==> config.mk <==
export PLATFORM = sky130hd
export DESIGN_NAME = tsm_sbox_share_collector
export DESIGN_NICKNAME = d
export VERILOG_FILES = /design/src/rtl/tsm_sbox_share_collector.sv
export SDC_FILE = /design/constraint.sdc
export NUM_CORES = 1
export LEC_CHECK = 0
export CAP_MARGIN = 10
export CORE_ASPECT_RATIO = 2
export CORE_MARGIN = 4
export CORE_UTILIZATION = 52
export CTS_CLUSTER_DIAMETER = 100
export DETAILED_ROUTE_END_ITERATION = 6
export PLACE_DENSITY = 0.93
export SYNTH_ARGS = -nofsm -noshare
export SYNTH_HDL_FRONTEND = slang
export SYNTH_SLANG_ARGS = --single-unit
export TNS_END_PERCENT = 5
==> constraint.sdc <==
create_clock -name clk -period 4.7 [get_ports clk]
set_clock_uncertainty 0.1 [all_clocks]
set_input_delay 0.47 -clock clk [delete_from_list [all_inputs] [get_ports clk]]
set_output_delay 0.47 -clock clk [all_outputs]
set_load 0.01 [all_outputs]
==> src/rtl/tsm_sbox_share_collector.sv <==
// Collects the three masked S-box output shares into per-share state
// buffers and hands the full masked state downstream with valid/ready.
module tsm_sbox_share_collector #(
   parameter int LATENCY = 3,
   parameter int NBYTES  = 16,
   parameter int W       = 8
) (
   input  logic              clk,
   input  logic              rst,
   input  logic              in_issue,
   output logic              in_ready,
   input  logic [W-1:0]      sb_sh0,
   input  logic [W-1:0]      sb_sh1,
   input  logic [W-1:0]      sb_sh2,
   output logic              out_valid,
   input  logic              out_ready,
   output logic [W*NBYTES-1:0] out_sh0,
   output logic [W*NBYTES-1:0] out_sh1,
   output logic [W*NBYTES-1:0] out_sh2,
   output logic              err_overrun
);

   localparam int CW = $clog2(NBYTES + 1);

   typedef enum logic {
      FILL = 1'b0,
      FULL = 1'b1
   } state_e;

   state_e              state_q;
   logic [CW-1:0]       issue_cnt_q;
   logic [CW-1:0]       cap_cnt_q;
   logic [LATENCY-1:0]  vpipe_q;
   logic [W*NBYTES-1:0] sh0_q;
   logic [W*NBYTES-1:0] sh1_q;
   logic [W*NBYTES-1:0] sh2_q;
   logic                valid_q;
   logic                err_q;

   logic issue_acc;
   logic cap;

   // Accept a new byte only while filling and before the block is fully issued.
   always_comb begin
      in_ready  = (state_q == FILL) && (issue_cnt_q < CW'(NBYTES));
      issue_acc = in_issue && in_ready;
      cap       = vpipe_q[LATENCY-1];
   end

   // Issue tracking, per-share capture and block handshake FSM.
   always_ff @(posedge clk) begin
      if (rst) begin
         state_q     <= FILL;
         issue_cnt_q <= '0;
         cap_cnt_q   <= '0;
         vpipe_q     <= '0;
         sh0_q       <= '0;
         sh1_q       <= '0;
         sh2_q       <= '0;
         valid_q     <= 1'b0;
         err_q       <= 1'b0;
      end else begin
         if (in_issue && !in_ready) begin
            err_q <= 1'b1;
         end
         // A rejected issue never enters the shadow pipe, so it is never captured.
         vpipe_q <= {vpipe_q[LATENCY-2:0], issue_acc};
         if (issue_acc) begin
            issue_cnt_q <= issue_cnt_q + 1'b1;
         end
         if (cap) begin
            // Each share is written through its own lane; shares never meet.
            for (int i = 0; i < NBYTES; i++) begin
               if (cap_cnt_q == CW'(i)) begin
                  sh0_q[W*i +: W] <= sb_sh0;
                  sh1_q[W*i +: W] <= sb_sh1;
                  sh2_q[W*i +: W] <= sb_sh2;
               end
            end
            cap_cnt_q <= cap_cnt_q + 1'b1;
            if (cap_cnt_q == CW'(NBYTES - 1)) begin
               state_q <= FULL;
               valid_q <= 1'b1;
            end
         end
         // The valid pipe is empty in FULL, so this cannot race a capture.
         if (valid_q && out_ready) begin
            state_q     <= FILL;
            valid_q     <= 1'b0;
            issue_cnt_q <= '0;
            cap_cnt_q   <= '0;
         end
      end
   end

   assign out_valid   = valid_q;
   assign out_sh0     = sh0_q;
   assign out_sh1     = sh1_q;
   assign out_sh2     = sh2_q;
   assign err_overrun = err_q;

endmodule

---- Yosys cells after proc, flatten, opt, wreduce, memory -nomap -nowiden ----
Index checks and enable logic that the tools add are counted.
word-level totals
  register bits ........................... 399
  latch bits .............................. 0
  RAM bits ................................ 0
  bits in read-only memories .............. 0
  input bits .............................. 28
  output and inout bits ................... 387
  logic and storage cells ................. 95
  memories ................................ 0
cells by class
  add/subtract/negate cells ............... 2
  multiply operators ...................... 0
  div/mod/pow operators ................... 0
  $lt $le $gt $ge ......................... 1
  equality and inequality tests ........... 15
  shift operators ......................... 0
  mux-type cells .......................... 0
  bitwise gates (word level) .............. 1
  reductions and logical operators ........ 23
operator list
  kind                                                              count
  5-bit by 4-bit == test with 1-bit output (second input constant)  8
  2-bit AND reduction                                               16
  5-bit by 3-bit == test with 1-bit output (second input constant)  4
  5-bit by 1-bit adder with 5-bit output (second input constant)    2
  5-bit by 2-bit == test with 1-bit output (second input constant)  2
  5-bit by 1-bit == test with 1-bit output (second input constant)  1
  5-bit logical NOT                                                 1
  5-bit < comparator (second input constant)                        1
  1-bit logical AND                                                 4
  2-bit OR reduction                                                1
  1-bit logical NOT                                                 1
  1-bit inverter                                                    1

---- Longest topological paths before layout ----
  word-level depth ........................ 4
  mapped depth ............................ 8
  depth with buffers taken out ............ 6

---- Worst setup path after synthesis ----
Ideal clock, no wire load.
  path kind ............................... reg-to-reg
  start point ............................. register cap_cnt_q[0]
  end point ............................... register sh0_q[120] (netlist: out_sh0[120])
  setup time .............................. 70 ps
  data arrival time ....................... 1,565 ps
  required time ........................... 4,530 ps
  setup slack ............................. 2,965 ps
  cell stages (with the launch flop) ...... 9
  buffers on the path ..................... 2
  clock period less this slack ............ 1,735 ps
  cells stage by stage .................... dfxtp_1 -> ha_1 -> and3_1 -> ha_1 -> and2_1 -> buf_2 -> clkbuf_1 -> nand2_1 -> a21oi_1
between the ends
  cells in the longest elaborated chain, start to end .. 2
RTL lines
  element                                   line  source
  start: declaration                        32    logic [CW-1:0] cap_cnt_q;
  start signal: assignment                  80    cap_cnt_q <= cap_cnt_q + 1'b1;
  5-bit by 4-bit == test with 1-bit output  74    if (cap_cnt_q == CW'(i)) begin
  2-bit AND reduction (no line)             -
  end signal: indexed assignment            75    sh0_q[W*i +: W] <= sb_sh0;
  end: declaration                          34    logic [W*NBYTES-1:0] sh0_q;
Every way passes these cells.
A chain may end at the register's enable or synchronous reset.

---- Final worst setup path ----
  start point ............................. register vpipe_q[2]
  end point ............................... register sh1_q[1] (netlist: out_sh1[1])
between the ends
  cells in the longest elaborated chain, start to end .. 1
RTL lines
  element                         line  source
  start: declaration              33    logic [LATENCY-1:0] vpipe_q;
  start signal: assignment        67    vpipe_q <= {vpipe_q[LATENCY-2:0], issue_acc};
  2-bit AND reduction (no line)   -
  end signal: indexed assignment  76    sh1_q[W*i +: W] <= sb_sh1;
  end: declaration                35    logic [W*NBYTES-1:0] sh1_q;
Every way passes these cells.

==> flow_results.org <==
** Status
- Outcome :: finished, final reports clean

** Yosys
- Basic-gate share of the synthesized area counting and, or, nand and nor cells :: 18.74%
- Post-synth top area cell :: sky130_fd_sc_hd__dfxtp_1
- Summing the areas of all xor and xnor instances in the mapped netlist gives 0.2850% of the synthesized area.
- Synthesized-area fraction occupied by adder cells :: 0.5700%
- Count of mapped cells out of synthesis :: 1398
- After synthesis, the largest area contributor takes up 51.98% of total cell area.
- The cell area that synthesis handed to floorplanning was 15370 µm².
- For this run, the number of Yosys warnings is 0.
- In the post-synthesis netlist, the biggest area contributors are sky130_fd_sc_hd__dfxtp_1 (52%), sky130_fd_sc_hd__mux2i_1 (24%), sky130_fd_sc_hd__nand2b_1 (16%), sky130_fd_sc_hd__clkbuf_1 (1.8%), sky130_fd_sc_hd__nand2_1 (1.3%).
- After synthesis, the mean cell area works out to 10.99 µm².
- In the synthesized netlist, mux cells make up 23.52% of the area.
- In this run, distinct cell masters in the synthesized netlist total 33.
- Dominant combinational cell family by area after synthesis :: multiplexers
- The synthesized netlist devotes 1.083% of its cell area to compound gates.
- Counting every net in the synthesized netlist gives 1433.
- Of the synthesized area, sequential elements account for 51.98%.
- Counting flops and latches in the post-synthesis netlist gives 399.

** Worst hold path
- WHS Endpoint :: err_overrun$_SDFFE_PP0P_
- Counting instances, the worst hold path has a depth of 2.
- Start point of the worst hold path :: err_overrun$_SDFFE_PP0P_
- Class of the worst hold path :: reg -> reg

** Timing
- Derived from the worst setup path, the maximum achievable clock frequency is 0.4142 GHz.
- At the pin with the least slew margin, the transition time is 1.101 ns.
- WHS :: 0.3522 ns
- Setup repair after global routing missed its margin :: false
- For the final routed database, the setup TNS stands at 0 ns.
- Count of endpoints failing hold in the final timing report :: 0
- Setup violation total in the final timing report :: 0
- Post-layout minimum cycle time :: 2.414 ns
- The number of slew-limit violations in the final report came to 0.
- Rel. slew slack :: 26.59%
- In the finished design, the share of the clock period the worst path needs comes to 51.37%.

** Routing
- After detailed routing, the met3 layer carries 2.452 mm of wire.
- Final routed wirelength across all metal layers :: 46.59 mm
- Drt first pass iters :: 5
- After detailed routing, the number of remaining DRC violations is 0.
- In this run the remaining antenna-violating nets after routing total 0.
- Uppermost metal layer occupied by signal nets :: met4
- Number of vias after detailed routing :: 11390
- Wire length per cell after detailed routing :: 21.93 µm
- The detailed router finished its first iteration with 561 violations.
- WL met1 :: 16.80 mm
- Routed length on met2 :: 23.45 mm
- Number of vias per cell after detailed routing :: 5.364

** Power and ir drop
- Static leakage power :: 9.361 nW
- Internal portion of total power :: 5.086 mW
- Sequential cells account for 52.3% of the total power.
- Worst vdd rail ir drop :: 0.3165 mV
- Power share of the clock group :: 44.2%
- Fraction of power spent switching nets :: 21.58%
- The share of total power dissipated in combinational logic is 3.5%.
- In this run the power spent charging and discharging nets is 1.400 mW.
- In this run the power density over the cells is 315.9 nW/µm².

** Setup path
- Depth of the worst register-to-register path :: 3
- The worst setup path is launched from a flop.
- On the worst path, the slowest cell contributes a delay of 0.92 ns.
- Crit Path Category :: reg -> reg
- In this run the worst path has a maximum fanout of 17.
- The largest individual stage delay along the critical path comes from the cell sky130_fd_sc_hd__and2_1.
- R2R setup slack :: 2.29 ns
- At the worst endpoint, the arrival time is 2.73 ns.
- The endpoint identified for the worst register-to-register timing path is out_sh1[1]$_SDFFE_PP0P_.
- The startpoint identified for the worst register-to-register timing path is vpipe_q[2]$_SDFF_PP0_.
- Ordered list of cells on the worst path :: nor4b_4, and2_1, mux2i_1
- Type of destination of the critical path :: flop
- For the worst setup path, the data required time is 5.02 ns.
- In this run the worst setup path begins at vpipe_q[2]$_SDFF_PP0_.

** Floorplanning
- Once the floorplan was initialized, standard cells occupied 53.06% of the core.
- Core Area :: 28960 µm²
- Chip Height :: 251.1 µm
- In this run the horizontal extent of the chip is 129.6 µm.
- Floorplan die area :: 32530 µm²
- 415 I/O pins were placed.
- The initialized floorplan defines 88 standard-cell rows.

** CTS
- Counting every sink on the clock net gives 399.
- After clock tree synthesis, the clock-pin slew on the worst setup and hold paths is 0.06 ns.
- Number of buffers inserted during clock tree synthesis :: 36
- The longest clock path from root to sink contains 3 buffers.
- TritonCTS built the clock tree.
- Clock root buffer master :: sky130_fd_sc_hd__clkbuf_16
- Buffers inserted to repair hold after CTS numbered 0.
- Once the clock tree was built, the resizer swapped 0 gates to a different size.
- The H-tree generated during clock tree synthesis spans 2 levels.
- At the later pin of the worst-skew pair, clock insertion delay measures 0.51 ns.
- The number of setup buffers added after CTS is 0.

** Finish
- Of the cells placed in the final design, the portion with a size suffix greater than 1 is 4.195%.
- After the last flow step, the layout net total stands at 1776.
- Number of inserted diodes :: 0
- Area of all sequential standard cells :: 7988 µm²
- Compared with the post-synthesis result, the final layout area differs by 33.65%.
- Summing all multi-input logic gate instances after layout gives 6790 µm².
- After the flow finishes, the layout carries non-filler instances totaling 2124.
- The layout has 1928 filler cells.

** Global route
- First-pass GRT wire length :: 70.26 mm
- Number of antenna violations at the first check in global routing :: 0
- The total overflow left after global routing is 0.
- The via count of the first global-routing pass is 12020.
- Global routing used 27.85% of the available tracks.
- Pin count of the biggest net entering global routing :: 215

** Placement
- Placer's final routability congestion estimate :: 0.8504
- Placed Cells incl. Taps :: 2063
- Detailed placement finished with a half-perimeter wire length of 32.02 mm.
- Number of I/O port buffers :: 414

** Run
- Across the run, the number of max-cap violations was 0.
cell usage in the layout (no fill, tap or decap), types with 2 or more instances in the layout:
master | netlist | routed
sky130_fd_sc_hd__nand3_1 | 2 | 2
sky130_fd_sc_hd__nand2b_1 | 384 | 384
sky130_fd_sc_hd__and4bb_2 | 2 | 2
sky130_fd_sc_hd__nand2_2 | 13 | 13
sky130_fd_sc_hd__buf_4 | 13 | 2
sky130_fd_sc_hd__clkbuf_16 | 0 | 37
sky130_fd_sc_hd__nor2_1 | 12 | 12
sky130_fd_sc_hd__clkbuf_1 | 73 | 7
sky130_fd_sc_hd__clkinv_2 | 0 | 6
sky130_fd_sc_hd__nor2b_1 | 2 | 2
sky130_fd_sc_hd__clkinvlp_4 | 0 | 2
sky130_fd_sc_hd__a21oi_1 | 27 | 27
sky130_fd_sc_hd__mux2i_1 | 361 | 361
sky130_fd_sc_hd__nand2_1 | 52 | 52
sky130_fd_sc_hd__ha_1 | 7 | 7
sky130_fd_sc_hd__clkbuf_8 | 0 | 7
sky130_fd_sc_hd__xnor2_1 | 2 | 2
sky130_fd_sc_hd__inv_1 | 4 | 4
sky130_fd_sc_hd__clkdlybuf4s50_1 | 0 | 413
sky130_fd_sc_hd__and2_1 | 4 | 4
sky130_fd_sc_hd__dfxtp_1 | 399 | 399
sky130_fd_sc_hd__xor2_1 | 3 | 3
sky130_fd_sc_hd__o21ai_0 | 2 | 2
layer usage:
| layer | global-route usage (%) | vias up |
|---|---|---|
| met3 | 5.209 | 184 |
| met1 | 29.70 | 5509 |
| met5 | 0 | - |
| met4 | 19.23 | 0 |
| met2 | 48.62 | 440 |
| li1 | - | 5261 |
cells in the mapped netlist:
master	n
sky130_fd_sc_hd__nand4_1	1
sky130_fd_sc_hd__or3b_1	1
sky130_fd_sc_hd__and4b_1	1
sky130_fd_sc_hd__nand2_4	1
sky130_fd_sc_hd__nand2_2	13
sky130_fd_sc_hd__a211oi_1	1
sky130_fd_sc_hd__nor2b_1	2
sky130_fd_sc_hd__nand2b_1	384
sky130_fd_sc_hd__dfxtp_1	399
sky130_fd_sc_hd__mux2i_1	361
sky130_fd_sc_hd__clkbuf_1	73
sky130_fd_sc_hd__nand2_1	52
sky130_fd_sc_hd__xnor2_1	2
sky130_fd_sc_hd__ha_1	7
sky130_fd_sc_hd__or3_1	1
sky130_fd_sc_hd__buf_4	13
sky130_fd_sc_hd__o21ai_0	2
sky130_fd_sc_hd__a31oi_1	1
sky130_fd_sc_hd__nor2_1	12
sky130_fd_sc_hd__buf_1	2
sky130_fd_sc_hd__buf_2	11
sky130_fd_sc_hd__buf_8	1
sky130_fd_sc_hd__nor4bb_1	1
sky130_fd_sc_hd__and3_1	1
sky130_fd_sc_hd__xor2_1	3
sky130_fd_sc_hd__nor4b_4	1
sky130_fd_sc_hd__and2_1	4
sky130_fd_sc_hd__a21o_1	1
sky130_fd_sc_hd__buf_6	11
sky130_fd_sc_hd__nand3_1	2
sky130_fd_sc_hd__a21oi_1	27
sky130_fd_sc_hd__and4bb_2	2
sky130_fd_sc_hd__inv_1	4
logic make-up (layout without fill, tap and decap cells):
group	count (synthesis)	in the layout
and+or+nand+nor	479	479
DFF	399	399
muxes	361	361
buffers and inverters	115	481
AOI/OAI and AO/OA	32	32
adders and majority gates	7	7
xor gates and xnor gates	5	5
per-stage QoR:
| step | power (mW) | setup slack (ns) | cell area, µm² | util (%) |
|---|---|---|---|---|
| after detailed placement | 3.696 | 2.129 | 19410 | 67.02 |
| after CTS | 6.516 | 2.276 | 20540 | 70.92 |
| after global routing | 6.667 | 2.116 | 20540 | 70.92 |
| final | 6.486 | 2.286 | 20540 | 70.92 |
| after global placement | 3.691 | 2.180 | 19410 | 67.02 |
| after floorplan | 3.616 | 2.965 | 15370 | - |
registers in the layout, indices dropped and copies added (netlist names):
signal / flops
out_valid: 1
out_sh1: 128
vpipe_q: 3
err_overrun: 1
cap_cnt_q: 5
out_sh2: 128
issue_cnt_q: 5
out_sh0: 128
layout make-up:
| cell class | count | area share (%) |
|---|---|---|
| clock buffers | 50 | 5.039 |
| clock inverters | 11 | 0.4630 |
| inverters | 4 | 0.07311 |
| multi-input cells | 884 | 33.07 |
| flip-flops and latches | 399 | 38.90 |
| well taps | 360 | 2.193 |
| repair buffers | 416 | 20.27 |
power groups by stage:
stage | combinational (mW) | sequential, mW | clock (mW)
CTS | 0.225 | 3.39 | 2.90
global route | 0.241 | 3.39 | 3.03
detailed placement | 0.224 | 3.47 | 0
global placement | 0.220 | 3.47 | 0
floorplan | 0.144 | 3.47 | 0
finish | 0.227 | 3.39 | 2.86
critical path: cells and delay by family (launching register included):
kind	cells	cell delay, ns
flip-flops	1	0.56
AND/OR/NAND/NOR	2	1.36
multiplexers	1	0.29
worst max path at each step:
stage | to | cells after the start
floorplan | out_sh0[120]$_SDFFE_PP0P_ | 8
global placement | out_sh1[0]$_SDFFE_PP0P_ | 4
detailed placement | out_sh1[53]$_SDFFE_PP0P_ | 4
CTS | out_sh1[1]$_SDFFE_PP0P_ | 3
global route | out_sh1[1]$_SDFFE_PP0P_ | 3
finish | out_sh1[1]$_SDFFE_PP0P_ | 3
Note: power is estimated with default switching activity, not from simulation.
